**src/rtl/syn_arr_pkg.sv**
```systemverilog
// Shared types and constants for the array-memory responder.
package syn_arr_pkg;

  localparam int SYN_WORD_W = 64;

  typedef logic signed [SYN_WORD_W-1:0] word_t;

  typedef enum logic {
    CLEAR = 1'b0,
    READY = 1'b1
  } arr_state_e;

endpackage

```
**src/rtl/syn_arr_port.sv**
```systemverilog
// One access port of the array memory: registered read data with an
// optional same-port write-first forward path.
// Optional feature macro: SYN_ARR_WRITE_FORWARD_EN (write-first when defined).
module syn_arr_port
  import syn_arr_pkg::*;
#(
  parameter int DATA_W = SYN_WORD_W
) (
  input  logic                     clk,
  input  logic                     rst_n,
  input  logic                     active,    // memory is in READY
  input  logic                     in_range,  // address below DEPTH
  input  logic                     wr_fwd,    // this port's write lands this cycle
  input  logic signed [DATA_W-1:0] mem_word,  // current (old) word at the address
  input  logic signed [DATA_W-1:0] wdata,
  output logic signed [DATA_W-1:0] rdata
);

  logic signed [DATA_W-1:0] rdata_q;
  logic signed [DATA_W-1:0] rdata_d;

`ifndef SYN_ARR_WRITE_FORWARD_EN
  // Forward inputs only matter in the write-first build.
  logic unused_fwd;
  assign unused_fwd = ^{wr_fwd, wdata};
`endif

  // Next read word: zero while clearing or out of range, else the addressed word.
  always_comb begin
    rdata_d = '0;
    if (active && in_range) begin
      rdata_d = mem_word;
`ifdef SYN_ARR_WRITE_FORWARD_EN
      if (wr_fwd) begin
        rdata_d = wdata;
      end
`endif
    end
  end

  // Read data register, cleared asynchronously.
  always_ff @(posedge clk or negedge rst_n) begin
    if (!rst_n) begin
      rdata_q <= '0;
    end else begin
      rdata_q <= rdata_d;
    end
  end

  assign rdata = rdata_q;

endmodule

```
**src/rtl/syn_array_mem.sv**
```systemverilog
// Array-memory responder: kernel port a, host port b, self-clear after reset.
// Optional feature macro: SYN_ARR_WRITE_FORWARD_EN (same-port write-first reads).
module syn_array_mem
  import syn_arr_pkg::*;
#(
  parameter int                       DATA_W   = SYN_WORD_W,
  parameter int                       ADDR_W   = 1,
  parameter int                       DEPTH    = 2 ** ADDR_W,
  parameter logic signed [DATA_W-1:0] INIT_VAL = '0
) (
  input  logic                     clk,
  input  logic                     rst_n,
  input  logic                     wEnable_a,
  input  logic [ADDR_W-1:0]        addr_a,
  input  logic signed [DATA_W-1:0] wData_a,
  output logic signed [DATA_W-1:0] rData_a,
  input  logic                     wEnable_b,
  input  logic [ADDR_W-1:0]        addr_b,
  input  logic signed [DATA_W-1:0] wData_b,
  output logic signed [DATA_W-1:0] rData_b,
  output logic                     ready
);

  // Counter is one bit wider than the address so DEPTH = 2**ADDR_W cannot wrap.
  localparam logic [ADDR_W:0] DEPTH_L  = (ADDR_W + 1)'(DEPTH);
  localparam logic [ADDR_W:0] LAST_IDX = (ADDR_W + 1)'(DEPTH - 1);

  logic signed [DATA_W-1:0] mem [DEPTH];

  arr_state_e      state_q, state_d;
  logic [ADDR_W:0] cnt_q, cnt_d;

  logic                     is_ready;
  logic                     in_range_a, in_range_b;
  logic                     wr_a, wr_b;
  logic signed [DATA_W-1:0] word_a, word_b;

  assign is_ready   = (state_q == READY);
  assign in_range_a = ({1'b0, addr_a} < DEPTH_L);
  assign in_range_b = ({1'b0, addr_b} < DEPTH_L);

  // Effective writes: port a always wins a same-address collision.
  assign wr_a = is_ready && wEnable_a && in_range_a;
  assign wr_b = is_ready && wEnable_b && in_range_b && !(wr_a && (addr_a == addr_b));

  // Old contents seen by each port; out-of-range addresses read as zero.
  assign word_a = in_range_a ? mem[addr_a] : '0;
  assign word_b = in_range_b ? mem[addr_b] : '0;

  // Clear sequencing: walk every word once, then stay READY until reset.
  always_comb begin
    state_d = state_q;
    cnt_d   = cnt_q;
    if (state_q == CLEAR) begin
      cnt_d = cnt_q + 1'b1;
      if (cnt_q == LAST_IDX) begin
        state_d = READY;
      end
    end
  end

  // FSM and clear-counter registers.
  always_ff @(posedge clk or negedge rst_n) begin
    if (!rst_n) begin
      state_q <= CLEAR;
      cnt_q   <= '0;
    end else begin
      state_q <= state_d;
      cnt_q   <= cnt_d;
    end
  end

  // Array writes: clear pattern first, then arbitrated port writes (a last so it wins).
  always_ff @(posedge clk) begin
    if (state_q == CLEAR) begin
      mem[cnt_q[ADDR_W-1:0]] <= INIT_VAL;
    end else begin
      if (wr_b) begin
        mem[addr_b] <= wData_b;
      end
      if (wr_a) begin
        mem[addr_a] <= wData_a;
      end
    end
  end

  syn_arr_port #(.DATA_W(DATA_W)) u_port_a (
    .clk      (clk),
    .rst_n    (rst_n),
    .active   (is_ready),
    .in_range (in_range_a),
    .wr_fwd   (wr_a),
    .mem_word (word_a),
    .wdata    (wData_a),
    .rdata    (rData_a)
  );

  syn_arr_port #(.DATA_W(DATA_W)) u_port_b (
    .clk      (clk),
    .rst_n    (rst_n),
    .active   (is_ready),
    .in_range (in_range_b),
    .wr_fwd   (wr_b),
    .mem_word (word_b),
    .wdata    (wData_b),
    .rdata    (rData_b)
  );

  assign ready = is_ready;

endmodule

```
**config.mk**
```make
export PLATFORM = sky130hd
export DESIGN_NAME = syn_array_mem
export DESIGN_NICKNAME = d
export VERILOG_FILES = /design/src/rtl/syn_arr_pkg.sv /design/src/rtl/syn_arr_port.sv /design/src/rtl/syn_array_mem.sv
export SDC_FILE = /design/constraint.sdc
export NUM_CORES = 1
export LEC_CHECK = 0
export ABC_AREA = 0
export ABC_CLOCK_PERIOD_IN_PS = 13400
export CORE_MARGIN = 4
export CORE_UTILIZATION = 54
export DETAILED_ROUTE_END_ITERATION = 12
export GPL_TIMING_DRIVEN = 0
export PLACE_DENSITY = 0.86
export SYNTH_ARGS = -nofsm -noshare
export SYNTH_HDL_FRONTEND = slang
export SYNTH_SLANG_ARGS = --single-unit
```
**constraint.sdc**
```tcl
create_clock -name clk -period 13.4 [get_ports clk]
set_input_delay 4.02 -clock clk [delete_from_list [all_inputs] [get_ports clk]]
set_output_delay 4.02 -clock clk [all_outputs]
set_load 0.01 [all_outputs]
```
==> results of run 1 <==
==> state kept, by name, summed over array words and instances (netlist names) <==
register and flops:
cnt_q 2, mem 128, ready 1, u_port_a.rdata 64
u_port_b.rdata 64
==> cells by family after synthesis <==
| group | Yosys count |
|---|---|
| adders and majority gates | 1 |
| AOI/OAI and AO/OA | 133 |
| DFF | 259 |
| buffers and inverters | 75 |
| xor gates and xnor gates | 1 |
| and+or+nand+nor | 133 |
| muxes | 129 |
==> final cells by class <==
type / instances / area, um^2 / area share
Antenna cell: 1 / 2.50 / 0.000168
Clock inverter: 14 / 92.6 / 0.00622
Multi-Input combinational cell: 397 / 3480 / 0.234
Timing Repair Buffer: 264 / 2680 / 0.180
Inverter: 4 / 15.0 / 0.00101
Tap cell: 270 / 338 / 0.0227
Buffer: 71 / 429 / 0.0288
Sequential cell: 259 / 7120 / 0.478
Clock buffer: 34 / 732 / 0.0492
==> metal layers <==
metal,vias to the layer above,track usage
li1,3394,-
met1,3877,0.340
met2,431,0.443
met3,78,0.0413
met4,4,0.0943
met5,-,0
==> path summary, 6_finish.rpt <==
check | start | endpoint | slack [ps] | cells after the start
hold / removal | mem[0][25]$_DFFE_PP_ | u_port_b.rdata[25]$_DFF_PN0_ | 540 | 2
min in group asynchronous | rst_n | u_port_b.rdata[18]$_DFF_PN0_ | 3440 | 1
hold reg to reg | mem[0][25]$_DFFE_PP_ | u_port_b.rdata[25]$_DFF_PN0_ | 540 | 2
max in group asynchronous | rst_n | u_port_a.rdata[55]$_DFF_PN0_ | 9200 | 2
setup / recovery | addr_a | mem[0][32]$_DFFE_PP_ | 7620 | 5
setup reg to reg | ready$_DFF_PN0_ | mem[0][32]$_DFFE_PP_ | 10900 | 5
==> report_power, final <==
part	internal [uW]	switching [uW]
Sequential	913	27.5
Clock	403	297
Combinational	161	140
Total	1480	465
==> Yosys cell counts, drive strengths merged <==
cell type	number	area share
a21oi	1	0.00045
clkbuf	18	0.0061
ha	1	0.0011
buf	53	0.033
a32o	128	0.12
or2	1	0.00057
nor2b	128	0.073
dfrtp	131	0.30
o21ai	3	0.0020
mux2i	129	0.12
edfxtp	128	0.35
xnor2	1	0.00079
inv	4	0.0014
nor2	1	0.00034
and3	2	0.0011
and2	1	0.00057
a211o	1	0.00079
==> metrics by stage <==
stage | std cells | total power (uW) | cell area, um^2
finish | 1314 | 1940 | 14900
global route | 1314 | 2010 | 14900
CTS | 1313 | 1950 | 14900
detailed placement | 1265 | 1250 | 14100
global placement | 1262 | 1250 | 14000
floorplan | 731 | 1080 | 11000
==> worst max-delay path, cell delays in order <==
cell and delay [ps]:
sky130_fd_sc_hd__clkdlybuf4s50_1 480, sky130_fd_sc_hd__inv_1 120, sky130_fd_sc_hd__and3_1 160, sky130_fd_sc_hd__buf_2 330, sky130_fd_sc_hd__a211o_4 780
==> impl_metrics.py, run 1 <==
metrics = {
    "logic_synthesis": {
        "post_synth_inst_count": 731,
        "syn-num-nets": 866,
        "proportion_of_synthesized_chip_area_in_sequential_cells": 0.646,
        "post_synth_fa_ha_maj_area_fraction": 0.00113,
        "yosys_warnings": 0,
        "synth_top_family_by_area": "compound AO/OA/AOI/OAI gates",
        "synth-compound-area-share": 0.119,
        "synth-simple-area-share": 0.0752,
        "syn-mean-instance-area_um2": 15.1,
        "synth-xor-area-share": 0.000794,
        "number_of_distinct_library_cells_after_synthesis": 20,
        "synth-seq-cells": 259,
        "synthMuxAreaShare": 0.117,
        "synth_area_um2": 11000,
    },
    "power": {
        "p_leak_uw": 0.00597,
        "vdd_ir_drop_max_mv": 0.0864,
        "pwrdens_nw_per_um2": 130,
    },
    "die": {
        "rows": 52,
        "initial_core_utilization": 0.547,
        "core_area_um2": 20200,
        "chipWidth_um": 151,
        "ios": 263,
        "die_h_um": 151,
        "die_area_um2": 22800,
    },
    "worst_setup_path": {
        "worstPathRequired_ps": 13550,
        "critPathMaxFanout": 64,
        "worstSetupEndpointType": "flip-flop",
        "worst_setup_path_category": "in -> reg",
        "timing.critical_path.arrival_ps": 5930,
        "setup.worst_path.start_class": "primary input",
    },
    "route": {
        "met3_length_um": 2540,
        "detail_route.iter0.violations": 563,
        "route.vias.total": 7784,
        "dr.pass1.iters": 5,
        "post-route-drc-count": 0,
        "m1WireLength_um": 11300,
        "met2RoutedLength_um": 15100,
        "routed_wl_um": 30200,
        "vias_per_cell": 5.92,
        "route.top_layer_used": "met5",
        "detail_route.wl_per_cell_um": 23.0,
        "ant_nets": 0,
    },
    "cells_and_area": {
        "layout_commonest_cell": "sky130_fd_sc_hd__clkdlybuf4s50_1",
        "area_growth_pct": 35.1,
        "post-route-util": 0.738,
        "layout_common_cells": "sky130_fd_sc_hd__clkdlybuf4s50_1, sky130_fd_sc_hd__dfrtp_1, sky130_fd_sc_hd__mux2i_1",
        "number_of_filler_instances_in_the_final_layout": 1301,
        "finish.net_count": 1158,
        "layout-drive-gt1-share": 0.0968,
    },
    "clock_tree": {
        "tritoncts": "done",
        "h-tree-depth": 1,
        "post_cts_resized": 0,
        "numClockSinks": 259,
        "cts_hold_buffers": 0,
        "tritoncts.num_buffers": 26,
        "cts-root-buf": "sky130_fd_sc_hd__clkbuf_16",
        "post-cts-setup-buffers": 0,
        "worst_setup_hold_path_clk_slew_ps": 70,
        "clock_latency_ps": 520,
        "buffers_from_clock_root_to_sink_at_most": 3,
    },
    "sta": {
        "fin_tns_setup_ps": 0,
        "slew-limit-headroom": 0.367,
        "fin_worst_hold_slack_ps": 540,
        "final_hold_viol_count": 0,
        "report.final.setup_viol": 0,
        "slew_viol_final": 0,
        "fmaxAchievable_mhz": 173,
        "post_layout_worst_setup_margin_ps": 7620,
        "worst-slew-pin-transition_ps": 949,
        "final.period_utilization": 0.431,
        "rsz0062_at_grt": "false",
        "period_needed_ps": 5780,
        "clock_skew_ps": 5.23,
    },
    "flow_run": {
        "max_cap_violations": 0,
    },
    "global_routing": {
        "grt.total_usage": 0.260,
        "grt_first_pass_wirelength_um": 45400,
        "maximum_number_of_pins_on_one_net_before_global_route_repair": 81,
        "grt_pass1_vias": 8074,
        "grt.overflow.total": 0,
        "antenna_found_initial": 3,
    },
    "placed_design": {
        "finalWeightedCongestion": 0.858,
        "hpwl_um": 20500,
        "dpl_worst_slack_ps": 7090,
        "port-buffer-count": 261,
    },
    "run_status": {
        "status": "finished clean",
    },
    "worst_hold_path": {
        "hold_class": "reg -> reg",
    },
}
Power figures use the tool's default switching activity.
==> run 2: changes to the inputs <==
- ABC_CLOCK_PERIOD_IN_PS: 13400 -> 4800
- CORE_UTILIZATION: 54 -> 45
- PLACE_DENSITY: 0.86 -> 0.76
- clock period: 13.4 -> 4.8 ns (I/O delays scaled with it)
==> impl_metrics.py, run 2 (synthesis gave the netlist of run 1 again) <==
metrics = {
    "die": {
        "die_h_um": 165,
        "core_area_um2": 24200,
        "ios": 263,
        "initial_core_utilization": 0.456,
        "chipWidth_um": 165,
        "die_area_um2": 27100,
        "rows": 57,
    },
    "global_routing": {
        "grt.overflow.total": 0,
        "grt.total_usage": 0.227,
        "antenna_found_initial": 2,
        "grt_pass1_vias": 8207,
        "grt_first_pass_wirelength_um": 47300,
        "maximum_number_of_pins_on_one_net_before_global_route_repair": 86,
    },
    "placed_design": {
        "hpwl_um": 21300,
        "placed_area_um2": 14200,
        "post-place-cells": 1320,
        "port-buffer-count": 261,
        "finalWeightedCongestion": 0.868,
    },
    "sta": {
        "slew_viol_final": 0,
        "final.period_utilization": 0.734,
        "final_hold_viol_count": 0,
        "clock_skew_ps": 10.5,
        "report.final.setup_viol": 0,
        "period_needed_ps": 3520,
        "fmaxAchievable_mhz": 284,
        "rsz0062_at_grt": "false",
        "fin_tns_setup_ps": 0,
        "worst-slew-pin-transition_ps": 758,
        "slew-limit-headroom": 0.494,
    },
    "cells_and_area": {
        "layout-drive-gt1-share": 0.103,
        "area_growth_pct": 36.4,
        "post-route-util": 0.622,
        "antennaDiodeCount": 0,
        "largest_register_ffs": 128,
        "layout_common_cells": "sky130_fd_sc_hd__clkdlybuf4s50_1, sky130_fd_sc_hd__dfrtp_1, sky130_fd_sc_hd__mux2i_1",
        "finish.net_count": 1161,
        "final_design_area_no_fill_um2": 15000,
        "registers.top_by_ff_count": "mem",
        "layout_commonest_cell": "sky130_fd_sc_hd__clkdlybuf4s50_1",
        "final-instance-count-excl-fill": 1372,
    },
    "clock_tree": {
        "h-tree-depth": 1,
        "clock_latency_ps": 530,
        "worst_setup_hold_path_clk_slew_ps": 70,
        "numClockSinks": 259,
        "post_cts_resized": 0,
        "tritoncts.num_buffers": 28,
        "cts-root-buf": "sky130_fd_sc_hd__clkbuf_16",
        "post-cts-setup-buffers": 0,
        "buffers_from_clock_root_to_sink_at_most": 3,
        "cts_hold_buffers": 0,
        "tritoncts": "done",
    },
    "power": {
        "vdd_ir_drop_max_mv": 0.192,
        "p_leak_uw": 0.00601,
        "pwrdens_nw_per_um2": 367,
    },
    "worst_setup_path": {
        "cp-endpoint": "mem[1][34]$_DFFE_PP_",
        "worstSetupEndpointType": "flip-flop",
        "crit_start": "wEnable_a",
        "r2r_slack_ps": 2120,
        "setup.worst_path.start_class": "primary input",
        "critPathMaxFanout": 25,
        "worstPathRequired_ps": 5030,
        "worstRegToRegCells": 6,
        "timing.critical_path.arrival_ps": 3750,
        "worst_setup_path_category": "in -> reg",
        "r2r_start": "ready$_DFF_PN0_",
        "critical_path.reg2reg.endpoint": "mem[1][34]$_DFFE_PP_",
    },
    "route": {
        "detail_route.iter0.violations": 605,
        "dr.pass1.iters": 5,
        "detail_route.wl_per_cell_um": 22.7,
        "route.vias.total": 7730,
        "ant_nets": 0,
        "routed_wl_um": 31200,
        "vias_per_cell": 5.63,
        "post-route-drc-count": 0,
    },
    "flow_run": {
        "max_cap_violations": 0,
    },
    "run_status": {
        "status": "finished clean",
    },
    "worst_hold_path": {
        "hold_class": "reg -> reg",
    },
}
-- run 2: cell types whose count changed in the layout (fill, tap and decap cells not counted) --
| cell | change |
|---|---|
| sky130_fd_sc_hd__clkinv_2 | +2 |
| sky130_fd_sc_hd__clkinvlp_4 | +2 |
| sky130_fd_sc_hd__inv_4 | -1 |
| sky130_fd_sc_hd__clkinv_1 | -2 |
| sky130_fd_sc_hd__bufinv_16 | -1 |
| sky130_fd_sc_hd__buf_12 | +1 |
| sky130_fd_sc_hd__diode_2 | -1 |
| sky130_fd_sc_hd__inv_6 | +1 |
| sky130_fd_sc_hd__clkbuf_16 | +3 |
-- run 2: per-stage QoR --
step / power (uW) / setup slack (ps) / hold WS [ps]
after CTS: 5570 / 1290 / 527
after global placement: 3490 / -2910 / 505
final: 5520 / 1280 / 529
after floorplan: 3010 / 208 / 484
after global routing: 5730 / 1190 / 555
after detailed placement: 3510 / 742 / 516
-- run 2: worst min path at each step --
stage	startpoint	endpoint	slack, ps	depth (start not counted)
after global routing	cnt_q[0]$_DFFE_PN0N_	cnt_q[0]$_DFFE_PN0N_	550	1
after floorplan	cnt_q[0]$_DFFE_PN0N_	cnt_q[0]$_DFFE_PN0N_	480	1
after detailed placement	cnt_q[0]$_DFFE_PN0N_	cnt_q[0]$_DFFE_PN0N_	520	1
after CTS	cnt_q[0]$_DFFE_PN0N_	cnt_q[0]$_DFFE_PN0N_	530	1
final	cnt_q[0]$_DFFE_PN0N_	cnt_q[0]$_DFFE_PN0N_	530	1
after global placement	cnt_q[0]$_DFFE_PN0N_	cnt_q[0]$_DFFE_PN0N_	510	1
-- run 2: power by group --
group	internal (uW)	leakage, uW	switching (uW)
clock network	1180	0.000437	866
logic	451	0.00268	396
registers	2550	0.00289	74.9
total	4180	0.00601	1340
-- run 2: metal layers --
metal	vias to the layer above	GRT usage	part of all wire
met5	-	0	0.0011
met4	4	0.0775	0.034
met3	66	0.0449	0.075
met2	357	0.384	0.50
met1	3893	0.294	0.39
li1	3410	-	-
-- run 2: layout make-up --
class | instances | area [um^2]
Fill cell | 1814 | 9140
Multi-Input combinational cell | 397 | 3480
Timing Repair Buffer | 265 | 2700
Clock inverter | 15 | 82.6
Tap cell | 324 | 405
Buffer | 71 | 429
Clock buffer | 37 | 807
Inverter | 4 | 15.0
Sequential cell | 259 | 7120
-- run 2: worst max-delay path, cell delays in order --
cell and delay (ps):
sky130_fd_sc_hd__clkdlybuf4s50_1 560, sky130_fd_sc_hd__and3_1 190, sky130_fd_sc_hd__buf_2 320, sky130_fd_sc_hd__buf_2 310, sky130_fd_sc_hd__a21oi_1 110, sky130_fd_sc_hd__o21ai_4 280
sky130_fd_sc_hd__buf_12 280, sky130_fd_sc_hd__buf_12 220
